===== config.mk =====
export PLATFORM = sky130hd
export DESIGN_NAME = tdes_block_packer
export DESIGN_NICKNAME = d
export VERILOG_FILES = /design/src/rtl/tdes_pkg.sv /design/src/rtl/tdes_pad_fill.sv /design/src/rtl/tdes_block_packer.sv
export SDC_FILE = /design/constraint.sdc
export NUM_CORES = 1
export LEC_CHECK = 0
export BUFFER_PORTS_ARGS = -buffer_cell sky130_fd_sc_hd__clkbuf_2
export CAP_MARGIN = 20
export CORE_ASPECT_RATIO = 1.2
export CORE_MARGIN = 1.5
export CORE_UTILIZATION = 45
export DETAILED_ROUTE_END_ITERATION = 16
export PLACE_DENSITY = 0.65
export SYNTH_ARGS = -nofsm -noshare
export SYNTH_HDL_FRONTEND = slang
export SYNTH_SLANG_ARGS = --single-unit

===== constraint.sdc =====
create_clock -name clk -period 4.42 [get_ports clk]
set_input_delay 0.884 -clock clk [delete_from_list [all_inputs] [get_ports clk]]
set_output_delay 0.884 -clock clk [all_outputs]
set_load 0.03 [all_outputs]

===== src/rtl/tdes_pkg.sv =====
// rtl/tdes_pkg.sv - shared types and constants for the triple-DES block packer
package tdes_pkg;

    localparam int BLOCK_W         = 64;
    localparam int BYTE_W          = 8;
    localparam int BYTES_PER_BLOCK = 8;

    typedef enum logic [1:0] {
        IDLE = 2'd0,
        FILL = 2'd1,
        SEND = 2'd2
    } state_e;

    localparam logic [0:BLOCK_W-1] PAD_BLOCK = 64'h0808080808080808;

endpackage


===== src/rtl/tdes_pad_fill.sv =====
// rtl/tdes_pad_fill.sv - pads byte slots n..7 of a partial block
// TDES_PACKER_PKCS7_EN selects PKCS#7 fill; otherwise slots are zero-filled.
module tdes_pad_fill
    import tdes_pkg::*;
(
    input  logic [0:BLOCK_W-1] blk_i,
    input  logic [3:0]         n_i,
    output logic [0:BLOCK_W-1] blk_o
);

    logic [BYTE_W-1:0] pad_byte;

`ifdef TDES_PACKER_PKCS7_EN
    assign pad_byte = {4'd0, 4'd8 - n_i};
`else
    assign pad_byte = '0;
`endif

    always_comb begin
        blk_o = blk_i;
        for (int k = 0; k < BYTES_PER_BLOCK; k++) begin
            if (k >= int'(n_i)) begin
                blk_o[k*BYTE_W +: BYTE_W] = pad_byte;
            end
        end
    end

endmodule


===== src/rtl/tdes_block_packer.sv =====
// rtl/tdes_block_packer.sv - packs a framed byte stream into padded 64-bit big-endian blocks
// TDES_PACKER_PKCS7_EN enables PKCS#7 padding with an extra pad block on aligned messages.
module tdes_block_packer
    import tdes_pkg::*;
#(
    parameter int BLKCNT_W = 16
) (
    input  logic                clk,
    input  logic                reset,
    input  logic [7:0]          byte_i,
    input  logic                byte_valid_i,
    input  logic                byte_last_i,
    output logic                byte_ready_o,
    output logic [0:63]         data_o,
    output logic                valid_o,
    input  logic                ready_i,
    output logic                start_o,
    output logic [BLKCNT_W-1:0] blocks_o,
    output logic                msg_done_o
);

    state_e                state_q, state_d;
    logic [0:BLOCK_W-1]    data_q, data_d;
    logic                  valid_q, valid_d;
    logic                  byte_ready_q, byte_ready_d;
    logic                  start_q, start_d;
    logic                  first_q, first_d;
    logic                  last_q, last_d;
    logic                  pend_pad_q, pend_pad_d;
    logic                  msg_done_q, msg_done_d;
    logic [2:0]            cnt_q, cnt_d;
    logic [BLKCNT_W-1:0]   blocks_q, blocks_d;

    logic                  byte_fire, blk_fire;
    logic [0:BLOCK_W-1]    fill_blk, padded_blk;
    logic [3:0]            n_bytes;

    assign byte_fire = byte_valid_i & byte_ready_q;
    assign blk_fire  = valid_q & ready_i;
    assign n_bytes   = {1'b0, cnt_q} + 4'd1;

    always_comb begin
        fill_blk = data_q;
        fill_blk[{cnt_q, 3'b000} +: BYTE_W] = byte_i;
    end

    tdes_pad_fill u_pad_fill (
        .blk_i (fill_blk),
        .n_i   (n_bytes),
        .blk_o (padded_blk)
    );

    always_ff @(posedge clk or negedge reset) begin
        if (!reset) begin
            state_q      <= IDLE;
            data_q       <= '0;
            valid_q      <= 1'b0;
            byte_ready_q <= 1'b0;
            start_q      <= 1'b0;
            first_q      <= 1'b1;
            last_q       <= 1'b0;
            pend_pad_q   <= 1'b0;
            msg_done_q   <= 1'b0;
            cnt_q        <= '0;
            blocks_q     <= '0;
        end else begin
            state_q      <= state_d;
            data_q       <= data_d;
            valid_q      <= valid_d;
            byte_ready_q <= byte_ready_d;
            start_q      <= start_d;
            first_q      <= first_d;
            last_q       <= last_d;
            pend_pad_q   <= pend_pad_d;
            msg_done_q   <= msg_done_d;
            cnt_q        <= cnt_d;
            blocks_q     <= blocks_d;
        end
    end

    always_comb begin
        state_d      = state_q;
        data_d       = data_q;
        valid_d      = valid_q;
        byte_ready_d = byte_ready_q;
        start_d      = start_q;
        first_d      = first_q;
        last_d       = last_q;
        pend_pad_d   = pend_pad_q;
        msg_done_d   = 1'b0;
        cnt_d        = cnt_q;
        blocks_d     = blocks_q;

        case (state_q)
            IDLE: begin
                state_d      = FILL;
                byte_ready_d = 1'b1;
            end
            FILL: begin
                if (byte_fire) begin
                    data_d = fill_blk;
                    cnt_d  = cnt_q + 3'd1;
                    if (byte_last_i || cnt_q == 3'd7) begin
                        if (byte_last_i) begin
                            data_d = padded_blk;
                            last_d = 1'b1;
`ifdef TDES_PACKER_PKCS7_EN
                            pend_pad_d = (n_bytes == 4'd8);
`endif
                        end
                        state_d      = SEND;
                        valid_d      = 1'b1;
                        byte_ready_d = 1'b0;
                        start_d      = first_q;
                        cnt_d        = '0;
                    end
                end
            end
            SEND: begin
                if (blk_fire) begin
                    blocks_d = first_q ? {{(BLKCNT_W-1){1'b0}}, 1'b1}
                                       : blocks_q + {{(BLKCNT_W-1){1'b0}}, 1'b1};
                    start_d  = 1'b0;
                    if (pend_pad_q) begin
                        // Aligned message: the pad block becomes the final block.
                        data_d     = PAD_BLOCK;
                        pend_pad_d = 1'b0;
                        first_d    = 1'b0;
                    end else begin
                        state_d      = FILL;
                        valid_d      = 1'b0;
                        byte_ready_d = 1'b1;
                        cnt_d        = '0;
                        if (last_q) begin
                            first_d    = 1'b1;
                            last_d     = 1'b0;
                            msg_done_d = 1'b1;
                        end else begin
                            first_d = 1'b0;
                        end
                    end
                end
            end
            default: begin
                state_d = IDLE;
            end
        endcase
    end

    assign data_o       = data_q;
    assign valid_o      = valid_q;
    assign byte_ready_o = byte_ready_q;
    assign start_o      = start_q;
    assign blocks_o     = blocks_q;
    assign msg_done_o   = msg_done_q;

endmodule


# == After elaboration in Yosys (flattened, before gate mapping) ==
# Cells that the tools add are included.
# word_totals
reg_bits,91
in_bits,13
output_inout_bits,84
word_cells,86
# classes
addsub,4
order_cmp,8
n_eq_ne,7
shift,2
mux,40
bitwise_logic,4
n_reduce_logical,11
# op_table
cell,n
2-to-1 mux 64 bit,4
variable shift 65 x 8 -> 64 bit (first input constant),1
indexed part select 65 x 8 -> 64 bit,1
bitwise mux 64 bit,1
2-to-1 mux 8 bit,8
adder 16 x 1 -> 16 bit (second input constant),1
>= comparator 3 x 4 -> 1 bit (first input constant),4
2-to-1 mux 16 bit,1
2-to-1 mux 1 bit,14
AND reduction 4 bit,3
2-to-1 mux 3 bit,3
>= comparator 1 x 4 -> 1 bit (first input constant),2
>= comparator 2 x 4 -> 1 bit (first input constant),2
!= test 2 bit (second input constant),4
negation 7 -> 8 bit,1
inverter 6 -> 7 bit,1
2-to-1 mux 2 bit,3
case mux 1 bit (2 select lines),3
case mux 2 bit (3 select lines),1
case mux 3 bit (2 select lines),1
AND reduction 3 bit,2
AND reduction 5 bit,1
adder 3 x 1 -> 4 bit (second input constant),1
adder 3 x 1 -> 3 bit (second input constant),1
other kinds (11),12

# == Depth between registers and ports, before layout ==
# Gate-level depths: netlist of the first run.
# logic_depth
ltp_word,9
ltp_mapped,8
depth_no_buf,6

# == Cells and area by module ==
# Synthesis of the first run repeated with hierarchy kept, for this count alone.
# unflattened
hier_cells,689
hier_area_um2,5744.3
# modules_own_cells
module,instances,cells_each,area_each_um2
tdes_block_packer,1,616,5240.0
tdes_pad_fill,1,73,504.2

# == Least setup slack after synthesis of the first run ==
# No wires, ideal clock.
# synth_path
path_type,input-to-reg
startpoint,input port byte_valid_i
endpoint,register data_q (netlist bit data_o[48])
setup_ns,0.148
t_arrival_ns,1.914
setup_slack_ns,2.358
path_stages,6
path_buffers,2
path_cell_list,and4b_1 -> buf_2 -> buf_4 -> nand3_1 -> a31oi_1 -> a21oi_1
# synth_between
elab_chain_cells,3
# synth_rtl
element,line,rtl
"start, declared",tdes_block_packer.sv:11,"input logic byte_valid_i,"
AND 1 bit,tdes_block_packer.sv:38,assign byte_fire = byte_valid_i & byte_ready_q;
!= test 2 bit (no source line),-,
AND reduction 4 bit (no source line),-,
"end signal, assigned",tdes_block_packer.sv:68,data_q <= data_d;
"end, declared",tdes_block_packer.sv:23,"logic [0:BLOCK_W-1] data_q, data_d;"
# Every way passes these cells.
# A chain may end at the register's enable or synchronous reset.

# == Worst setup path after layout of the first run ==
# layout_path
startpoint,input port byte_valid_i
endpoint,register data_q (netlist bit data_o[4])
# Same word-level chain as after synthesis.

==> impl_metrics.ini, run 1 <==
[detailed_routing]
routed_wl_um = 10500
drtAntennaViolNets = 0
detail_route.wl_per_cell_um = 15.9
drcViolationCount = 0
post_drt_via_cell_ratio = 5.37
drt-initial-drc-count = 215
drt_pre_antenna_iters = 4
routed-via-count = 3550

[global_route]
grt_pass1_wl_um = 17000
grt_use_total_pct = 22.4
globalRouteOverflowTotal = 0
use_met2_pct = 38.1
antenna_found_initial = 0
groute.layer.met1.usage_pct = 29.4
routing_usage_on_met3_pct = 3.53
grt_pass1_vias = 3251
globalRoute.busiestLayer = met2
pin_count_of_the_biggest_net_entering_global_routing = 72

[yosys]
synth_fp_nets = 476
async_reset_ff_share_pct = 100
yosys-top-cells-area = dfrtp_1, nand3_1, a21oi_1, nand2_1, ha_1
synth_area_um2 = 4120
ys_seq_area_share_pct = 55.3
synthesis.instances = 455
synth-compound-area-share_pct = 11.8
synthesis.yosys.warnings = 0
synth.area.mux_share_pct = 0.486
yosys_most_used_dff = dfrtp_1
synth_largest_type_area_fraction_pct = 54.7
yosys.cell_types.count = 34
netlist.top_cell.by_area = dfrtp_1
synth-seq-cells = 91
post_synth_and_or_nand_nor_area_fraction_pct = 25.2
post_synth_xor_area_fraction_pct = 1.28
synth_edf_count = 0
post_synth_fa_ha_maj_area_fraction_pct = 2.43
dominant_combinational_cell_family_by_area_after_synthesis = simple AND/OR/NAND/NOR gates
synth_area_per_cell_um2 = 9.06

[timing]
unrepaired_setup_endpoints_after_global_routing = false
tightest_slew_ns = 0.998
setup_violations_final = 0
slew-limit-headroom_pct = 33.3
setup-tns-final_ns = 0
period_share_pct = 57.6
final_max_slew_viol_count = 0
final_hold_viol_count = 0
clock.fmax_mhz = 393
finalCriticalPeriod_ns = 2.55
fin_worst_hold_slack_ns = 0.526
finalClockSkew_ns = 0.00964

[run_status]
status = finished clean

[final_layout]
antenna-diode-count = 0
drive_above_1_share_pct = 21.3
filler_cell_count = 850
finish.net_count = 557
non_filler_instances = 661
areaGrowthSynthToFinish_pct = 18.8

[worst_setup_path]
timing.reg2reg.setup_slack_ns = 1.96
worstSetupPathType = input port to flop
max_fo_critical_path = 27
startpoint_type = input port
worst_r2r_endpoint = data_o[4]
reg2reg_from = state_q[1]
endpoint_kind = flop
timing.reg2reg.worst_path_depth = 4
worst_path_required_time_ns = 4.65
cp_data_arrival_time_ns = 2.78

[cts]
tritoncts = done
cts-resized-gates = 0
numClockSinks = 91
ctsHtreeMaxLevel = 3
worst_setup_hold_path_clk_slew_ns = 0.09
clock_tree.root_cell = clkbuf_8
numCtsBuffers = 9
cts.path.max_buffers = 2
worstSkewPairLatency_ns = 0.36
cts.repair_timing.setup_buffer_count = 0
postCtsHoldBufs = 0

[job]
max_cap_viol_count = 0

[floorplan]
fp.coreArea_um2 = 8990
initial_core_util_pct = 45.9
die_area_um2 = 9740
boundaryPins = 97
chipWidth_um = 90.4
die_height_um = 108
rows = 38

[place]
detailedPlacementHpwl_um = 7180
place.detailed.instances = 645
gp_congestion = 0.819
placement.io_buffers = 96

[min_path]
timing.hold.worst_endpoint = data_o[5]
hold_path.startpoint = data_o[5]
min_path_type = flop to flop
min_delay_path_depth = 2

[power]
max-vdd-ir-drop_mv = 0.217
power_density_nw_per_um2 = 529
total_leakage_power_uw = 0.00233
-- where the power goes --
| part | internal [uW] | switching [uW] |
|---|---|---|
| Sequential | 967 | 129 |
| Clock | 392 | 283 |
| Combinational | 214 | 602 |
| Total | 1570 | 1010 |
-- state kept, by name, summed over array words and instances (netlist names) --
| name | count |
|---|---|
| first_q | 1 |
| blocks_o | 16 |
| byte_ready_o | 1 |
| start_o | 1 |
| last_q | 1 |
| msg_done_o | 1 |
| state_q | 2 |
| data_o | 64 |
| cnt_q | 3 |
| valid_o | 1 |
-- synth_stat cells, types with 5 or more instances --
cell and number:
nand3_1 80, xnor2_1 6, inv_1 10, nor3_1 7
nor2_1 21, ha_1 8, nand2_1 80, o21ai_0 13
dfrtp_1 90, and3_1 5, a21oi_1 74, or3_1 5
clkbuf_1 12, buf_1 10
-- metal layers --
layer	routed length (um)	share of wire, %
met5	0	0
met3	671	6.4
met4	98	0.94
met1	4360	42
met2	5350	51
-- logic make-up (layout without fill, tap and decap cells) --
logic type	after synthesis	in the layout
multiplexers	2	2
AND/OR/NAND/NOR	217	217
buffers and inverters	37	123
XOR/XNOR	6	6
AO/OA/AOI/OAI	94	94
flip-flops	91	91
adder cells (fa/ha/maj)	8	8
-- stage by stage --
step | power [uW] | utilization (%) | cell area (um^2) | worst slack [ns]
3_5_place_dp | 1930 | 51.8 | 4650 | 1.52
2_1_floorplan | 1690 | - | 4120 | 2.36
4_1_cts | 2600 | 54.5 | 4890 | 1.91
6_report | 2590 | 54.5 | 4890 | 1.87
5_1_grt | 2750 | 54.5 | 4890 | 1.75
3_3_place_gp | 1910 | 51.8 | 4650 | 1.58
-- worst max-delay path, stage by stage --
cell      delay [ns]
clkbuf_2        0.11
and4b_1         0.73
and4_1          0.50
and2_0          0.45
a21oi_1         0.09
-- cells in the final DEF, fill, tap and decap left out, types with 2 or more instances in the layout --
cell type / Yosys / final
or4_4: 2 / 2
o21ai_0: 13 / 13
mux2i_1: 2 / 2
and3_1: 5 / 5
o21a_1: 2 / 2
inv_1: 10 / 10
a21oi_1: 74 / 74
and4b_1: 2 / 2
nor3_1: 7 / 7
dfrtp_1: 90 / 90
buf_4: 1 / 2
or3_1: 5 / 5
nand4_1: 4 / 4
clkbuf_8: 0 / 10
nor2_1: 21 / 21
and2_1: 2 / 2
bufinv_16: 0 / 3
clkbuf_1: 12 / 2
nand2_1: 80 / 80
ha_1: 8 / 8
a21o_1: 2 / 2
nor4_1: 3 / 3
nand3_1: 80 / 80
xnor2_1: 6 / 6
clkbuf_2: 0 / 95
-- cell type report --
| cell class | instances | area (um^2) | area share (%) |
|---|---|---|---|
| multi-input combinational | 327 | 1690 | 34.6 |
| clock inverter | 4 | 97.6 | 1.99 |
| inverter | 10 | 37.5 | 0.767 |
| sequential | 91 | 2280 | 46.6 |
| clock buffer | 12 | 145 | 2.97 |
| tap | 120 | 150 | 3.07 |
| timing repair buffer | 97 | 490 | 10.0 |
-- worst max-delay path by stage --
stage / start / endpoint / slack (ns) / depth (start not counted)
final: byte_valid_i / data_o[4] / 1.87 / 5
after floorplan: byte_valid_i / data_o[48] / 2.36 / 6
after CTS: byte_valid_i / data_o[4] / 1.91 / 5
after global placement: byte_valid_i / data_o[5] / 1.58 / 5
after detailed placement: byte_valid_i / data_o[3] / 1.52 / 5
after global routing: byte_valid_i / data_o[0] / 1.75 / 5
Note: power is estimated with default switching activity, not from simulation.
==> inputs of run 2 (changes only) <==
--- a/config.mk
+++ b/config.mk
@@ -11,7 +11,7 @@
 export CORE_MARGIN = 1.5
 export CORE_UTILIZATION = 45
 export DETAILED_ROUTE_END_ITERATION = 16
-export PLACE_DENSITY = 0.65
+export PLACE_DENSITY = 0.67
 export SYNTH_ARGS = -nofsm -noshare
 export SYNTH_HDL_FRONTEND = slang
 export SYNTH_SLANG_ARGS = --single-unit
==> constraint.sdc (replaced) <==
create_clock -name clk -period 2.31 [get_ports clk]
set_input_delay 0.462 -clock clk [delete_from_list [all_inputs] [get_ports clk]]
set_output_delay 0.462 -clock clk [all_outputs]
set_load 0.03 [all_outputs]
==> run 2 against run 1 <==
Compared with the run above: sequential power is 89% higher; via count is 2.6% higher; sequential cell count stayed put; worst setup slack worse by 1.5 ns; die area stayed put; first-iteration DRC count is 19% higher; design area is 3.2% higher; clock power is 100% higher; sequential share of layout area is 1.4 points lower; largest cell class unchanged; largest power group unchanged; highest routed layer unchanged.
==> impl_metrics.ini, run 2 (synthesized netlist as in run 1, its figures left out) <==
[floorplan]
initial_core_util_pct = 45.9
die_height_um = 108
chipWidth_um = 90.4
boundaryPins = 97
fp.coreArea_um2 = 8990
die_area_um2 = 9740
rows = 38

[final_layout]
drive_above_1_share_pct = 23.5
antenna-diode-count = 0
finish.net_count = 574
final_cell_mix = clkbuf_2, dfrtp_1, nand3_1, nand2_1, a21oi_1
layout_commonest_cell = clkbuf_2
largest_register_ff_count = 64
areaGrowthSynthToFinish_pct = 22.6

[detailed_routing]
drtAntennaViolNets = 0
post_drt_via_cell_ratio = 5.37
drcViolationCount = 0
drt-initial-drc-count = 255
detail_route.wl_per_cell_um = 15.6
routed_wl_um = 10600
drt_pre_antenna_iters = 4
routed-via-count = 3642

[power]
power_density_nw_per_um2 = 1020
max-vdd-ir-drop_mv = 0.482
total_leakage_power_uw = 0.00243

[worst_setup_path]
timing.reg2reg.worst_path_depth = 5
worst_setup_path_endpoint = data_o[0]
worst_path_required_time_ns = 2.53
endpoint_kind = flop
crit_start = cnt_q[0]
reg2reg_from = cnt_q[0]
worst_r2r_endpoint = data_o[0]
timing.reg2reg.setup_slack_ns = 0.37
startpoint_type = flop
worstSetupPathType = flop to flop
max_fo_critical_path = 9
cp_data_arrival_time_ns = 2.16

[global_route]
antenna_found_initial = 0
globalRouteOverflowTotal = 0
pin_count_of_the_biggest_net_entering_global_routing = 42
grt_pass1_wl_um = 17600
grt_pass1_vias = 3574
grt_use_total_pct = 22.9

[timing]
unrepaired_setup_endpoints_after_global_routing = false
period_share_pct = 83.8
tightest_slew_ns = 0.531
finalClockSkew_ns = 0.00981
slew-limit-headroom_pct = 64.5
clock.fmax_mhz = 516
final_max_slew_viol_count = 0
setup-tns-final_ns = 0
least_setup_slack_across_all_paths_after_layout_ns = 0.374
finalCriticalPeriod_ns = 1.94
final_hold_viol_count = 0
setup_violations_final = 0

[place]
gp_congestion = 0.850
place_ws_ns = 0.382
placement.io_buffers = 96
detailedPlacementHpwl_um = 7530

[cts]
cts-resized-gates = 0
cts.repair_timing.setup_buffer_count = 0
tritoncts = done
clock_tree.root_cell = clkbuf_8
ctsHtreeMaxLevel = 3
cts.path.max_buffers = 2
numCtsBuffers = 9
worst_setup_hold_path_clk_slew_ns = 0.09
worstSkewPairLatency_ns = 0.36
postCtsHoldBufs = 1
numClockSinks = 91

[min_path]
min_path_type = input port to flop

[job]
max_cap_viol_count = 0

[run_status]
status = finished clean
[run 2: layer usage]
layer  share of wire (%)  up-vias  wire length, um  global-route usage (%)
li1                    -     1768                -                       -
met1                  43     1740             4540                    28.9
met2                  49      118             5220                    38.0
met3                 5.8       16              613                    4.31
met4                 2.0        0              208                    11.0
met5                   0        -                0                       0
[run 2: cell type report]
type,instances,area (um^2)
clock buffer,11,131
inverter,10,37.5
fill,828,3940
sequential,91,2280
timing repair buffer,114,633
multi-input combinational,327,1690
clock inverter,5,125
tap,120,150
[run 2: worst min path at each step]
| stage | from | endpoint | slack (ns) | cells after the start |
|---|---|---|---|---|
| 2_1_floorplan | reset | blocks_o[0] | 0.17 | 0 |
| 3_5_place_dp | reset | blocks_o[4] | 0.37 | 1 |
| 3_3_place_gp | reset | blocks_o[4] | 0.36 | 1 |
| 5_1_grt | byte_last_i | last_q | 0.46 | 3 |
| 6_report | byte_last_i | last_q | 0.45 | 3 |
| 4_1_cts | byte_last_i | last_q | 0.42 | 3 |
[run 2: report_power, final]
group,switching (uW),internal (uW),total (uW),leakage [uW]
Sequential,227,1850,2080,0.00122
Combinational,1200,496,1690,0.00108
Clock,547,828,1370,0.000128
Total,1970,3170,5140,0.00243
[run 2: worst max-delay path, stage by stage, from the launching register on]
cell and delay [ns]:
dfrtp_1 0.48, ha_1 0.26, ha_1 0.35, and4_1 0.22, and2_0 0.39, a21oi_1 0.09
[run 2: per-stage QoR]
step                power (uW)  hold WS [ns]  util, %  cells  area (um^2)
floorplan                 3220         0.166        -    455         4120
global route              5450         0.463     56.2    678         5050
CTS                       5190         0.422     56.2    678         5050
global placement          3760         0.364     53.2    661         4780
finish                    5140         0.448     56.2    678         5050
detailed placement        3800         0.369     53.2    661         4780
==> inputs of run 3 (changes only) <==
==> constraint.sdc (replaced) <==
create_clock -name clk -period 1.6 [get_ports clk]
set_input_delay 0.32 -clock clk [delete_from_list [all_inputs] [get_ports clk]]
set_output_delay 0.32 -clock clk [all_outputs]
set_load 0.03 [all_outputs]
==> run 3 against run 2 <==
Compared with the run above: the run now ends with negative setup slack left; clock skew about the same; non-clock buffer count increased by 39; critical path depth decreased by 1.
==> impl_metrics.ini, run 3 (synthesized netlist as in run 1, its figures left out) <==
[detailed_routing]
drt_pre_antenna_iters = 4
routed_wl_um = 11600
detail_route.wl_per_cell_um = 16.2
routed-via-count = 3926
drt-initial-drc-count = 162
post_drt_via_cell_ratio = 5.48
drtAntennaViolNets = 0
drcViolationCount = 0

[final_layout]
filler_cell_count = 765
drive_above_1_share_pct = 44.9
finish.utilization_pct = 64.6
finish.net_count = 613
antenna-diode-count = 0
layout_commonest_cell = clkbuf_2
areaGrowthSynthToFinish_pct = 40.9
largest_register_ff_count = 64
final_cell_mix = clkbuf_2, nand2_1, dfrtp_1

[floorplan]
die_area_um2 = 9740
chipWidth_um = 90.4
die_height_um = 108
fp.coreArea_um2 = 8990
boundaryPins = 97
rows = 38
initial_core_util_pct = 45.9

[run_status]
violations = negative setup slack
status = finished, violations left

[worst_setup_path]
startpoint_type = flop
timing.reg2reg.worst_path_depth = 4
crit_path_max_incr_delay_ns = 0.55
worst_r2r_endpoint = blocks_o[13]
endpoint_kind = flop
crit_slowest_cell = or4_4
max_fo_critical_path = 4
crit_path_cell_trace = nand4b_4, or4_4, or3_4, a21oi_2
timing.reg2reg.setup_slack_ns = -0.08
reg2reg_from = state_q[0]
cp_data_arrival_time_ns = 1.98
worst_path_required_time_ns = 1.90
worstSetupPathType = flop to flop

[cts]
worst_setup_hold_path_clk_slew_ns = 0.09
numCtsBuffers = 9
numClockSinks = 91
cts.path.max_buffers = 2
worstSkewPairLatency_ns = 0.36
clock_tree.root_cell = clkbuf_8
ctsHtreeMaxLevel = 3
tritoncts = done

[min_path]
min_delay_path_depth = 3
timing.hold.worst_endpoint = last_q
hold_path.startpoint = byte_last_i
min_path_type = input port to flop

[timing]
tightest_slew_ns = 0.405
final_max_slew_viol_count = 0
finalClockSkew_ns = 0.0101
setup_violations_final = 14
final_hold_viol_count = 0
unrepaired_setup_endpoints_after_global_routing = true
clock.fmax_mhz = 594
slew-limit-headroom_pct = 73.0
finalCriticalPeriod_ns = 1.68
least_setup_slack_across_all_paths_after_layout_ns = -0.0835
period_share_pct = 105

[global_route]
grt_use_total_pct = 24.1
grt_pass1_vias = 3705
pin_count_of_the_biggest_net_entering_global_routing = 37
grt_pass1_wl_um = 18600
globalRouteOverflowTotal = 0
antenna_found_initial = 0

[place]
gp_congestion = 0.867
placement.io_buffers = 96
detailedPlacementHpwl_um = 7990

[job]
max_cap_viol_count = 0

[power]
total_leakage_power_uw = 0.00265
max-vdd-ir-drop_mv = 0.883
total_power_uw = 8140
power_density_nw_per_um2 = 1400
[run 3: how the worst max path moves through the flow]
stage                     slack [ns]         from           end
after floorplan                -0.11  blocks_o[1]  blocks_o[13]
after global placement         -0.05   state_q[0]  blocks_o[13]
after CTS                      -0.09   state_q[0]  blocks_o[14]
after global routing           -0.14   state_q[0]  blocks_o[13]
final                          -0.08   state_q[0]  blocks_o[13]
after detailed placement       -0.14   state_q[0]  blocks_o[13]
[run 3: per-stage QoR]
step	setup TNS, ns	instances	cell area [um^2]	setup slack, ns	hold WS [ns]
floorplan	-0.385	455	4240	-0.106	0.0244
global placement	-1.50	694	5140	-0.0549	0.278
detailed placement	-4.30	694	5140	-0.139	0.283
CTS	-0.273	715	5480	-0.0852	0.300
global route	-2.05	717	5810	-0.145	0.339
finish	-0.430	717	5810	-0.0835	0.322
[run 3: power breakdown]
group          internal (uW)  leakage [uW]  total [uW]  switching (uW)
clock network           1040      0.000114        1830             792
logic                   1200       0.00133        3330            2140
registers               2680       0.00120        2980             299
[run 3: final cells by class]
class                           count  area, um^2  area share (%)
Clock buffer                       11         131            2.26
Inverter                           10        37.5           0.647
Clock inverter                      5         103            1.77
Tap cell                          120         150            2.59
Sequential cell                    91        2300            39.5
Timing Repair Buffer              153         990            17.0
Multi-Input combinational cell    327        2100            36.1
[run 3: worst max-delay path: cells and delay by family (launching register included)]
family | cells | cell delay [ns]
simple gates | 3 | 1.09
compound gates | 1 | 0.14
flops | 1 | 0.39
[run 3: what timing repair did]
item | in CTS | in global routing
setup endpoints to repair | 69 | 68
gates resized for setup | 21 | 72
buffers inserted | 4 | 4
pin swaps | 3 | 13
hold buffers | 1 | 0
endpoints found under the hold margin | 23 | 0
[run 3: metal layers]
layer  GRT usage (%)  routed length [um]  part of all wire (%)
met1            31.0                4930                    43
met2            40.7                5880                    51
met3            3.46                 491                   4.2
met4            10.7                 278                   2.4
met5               0                   0                     0
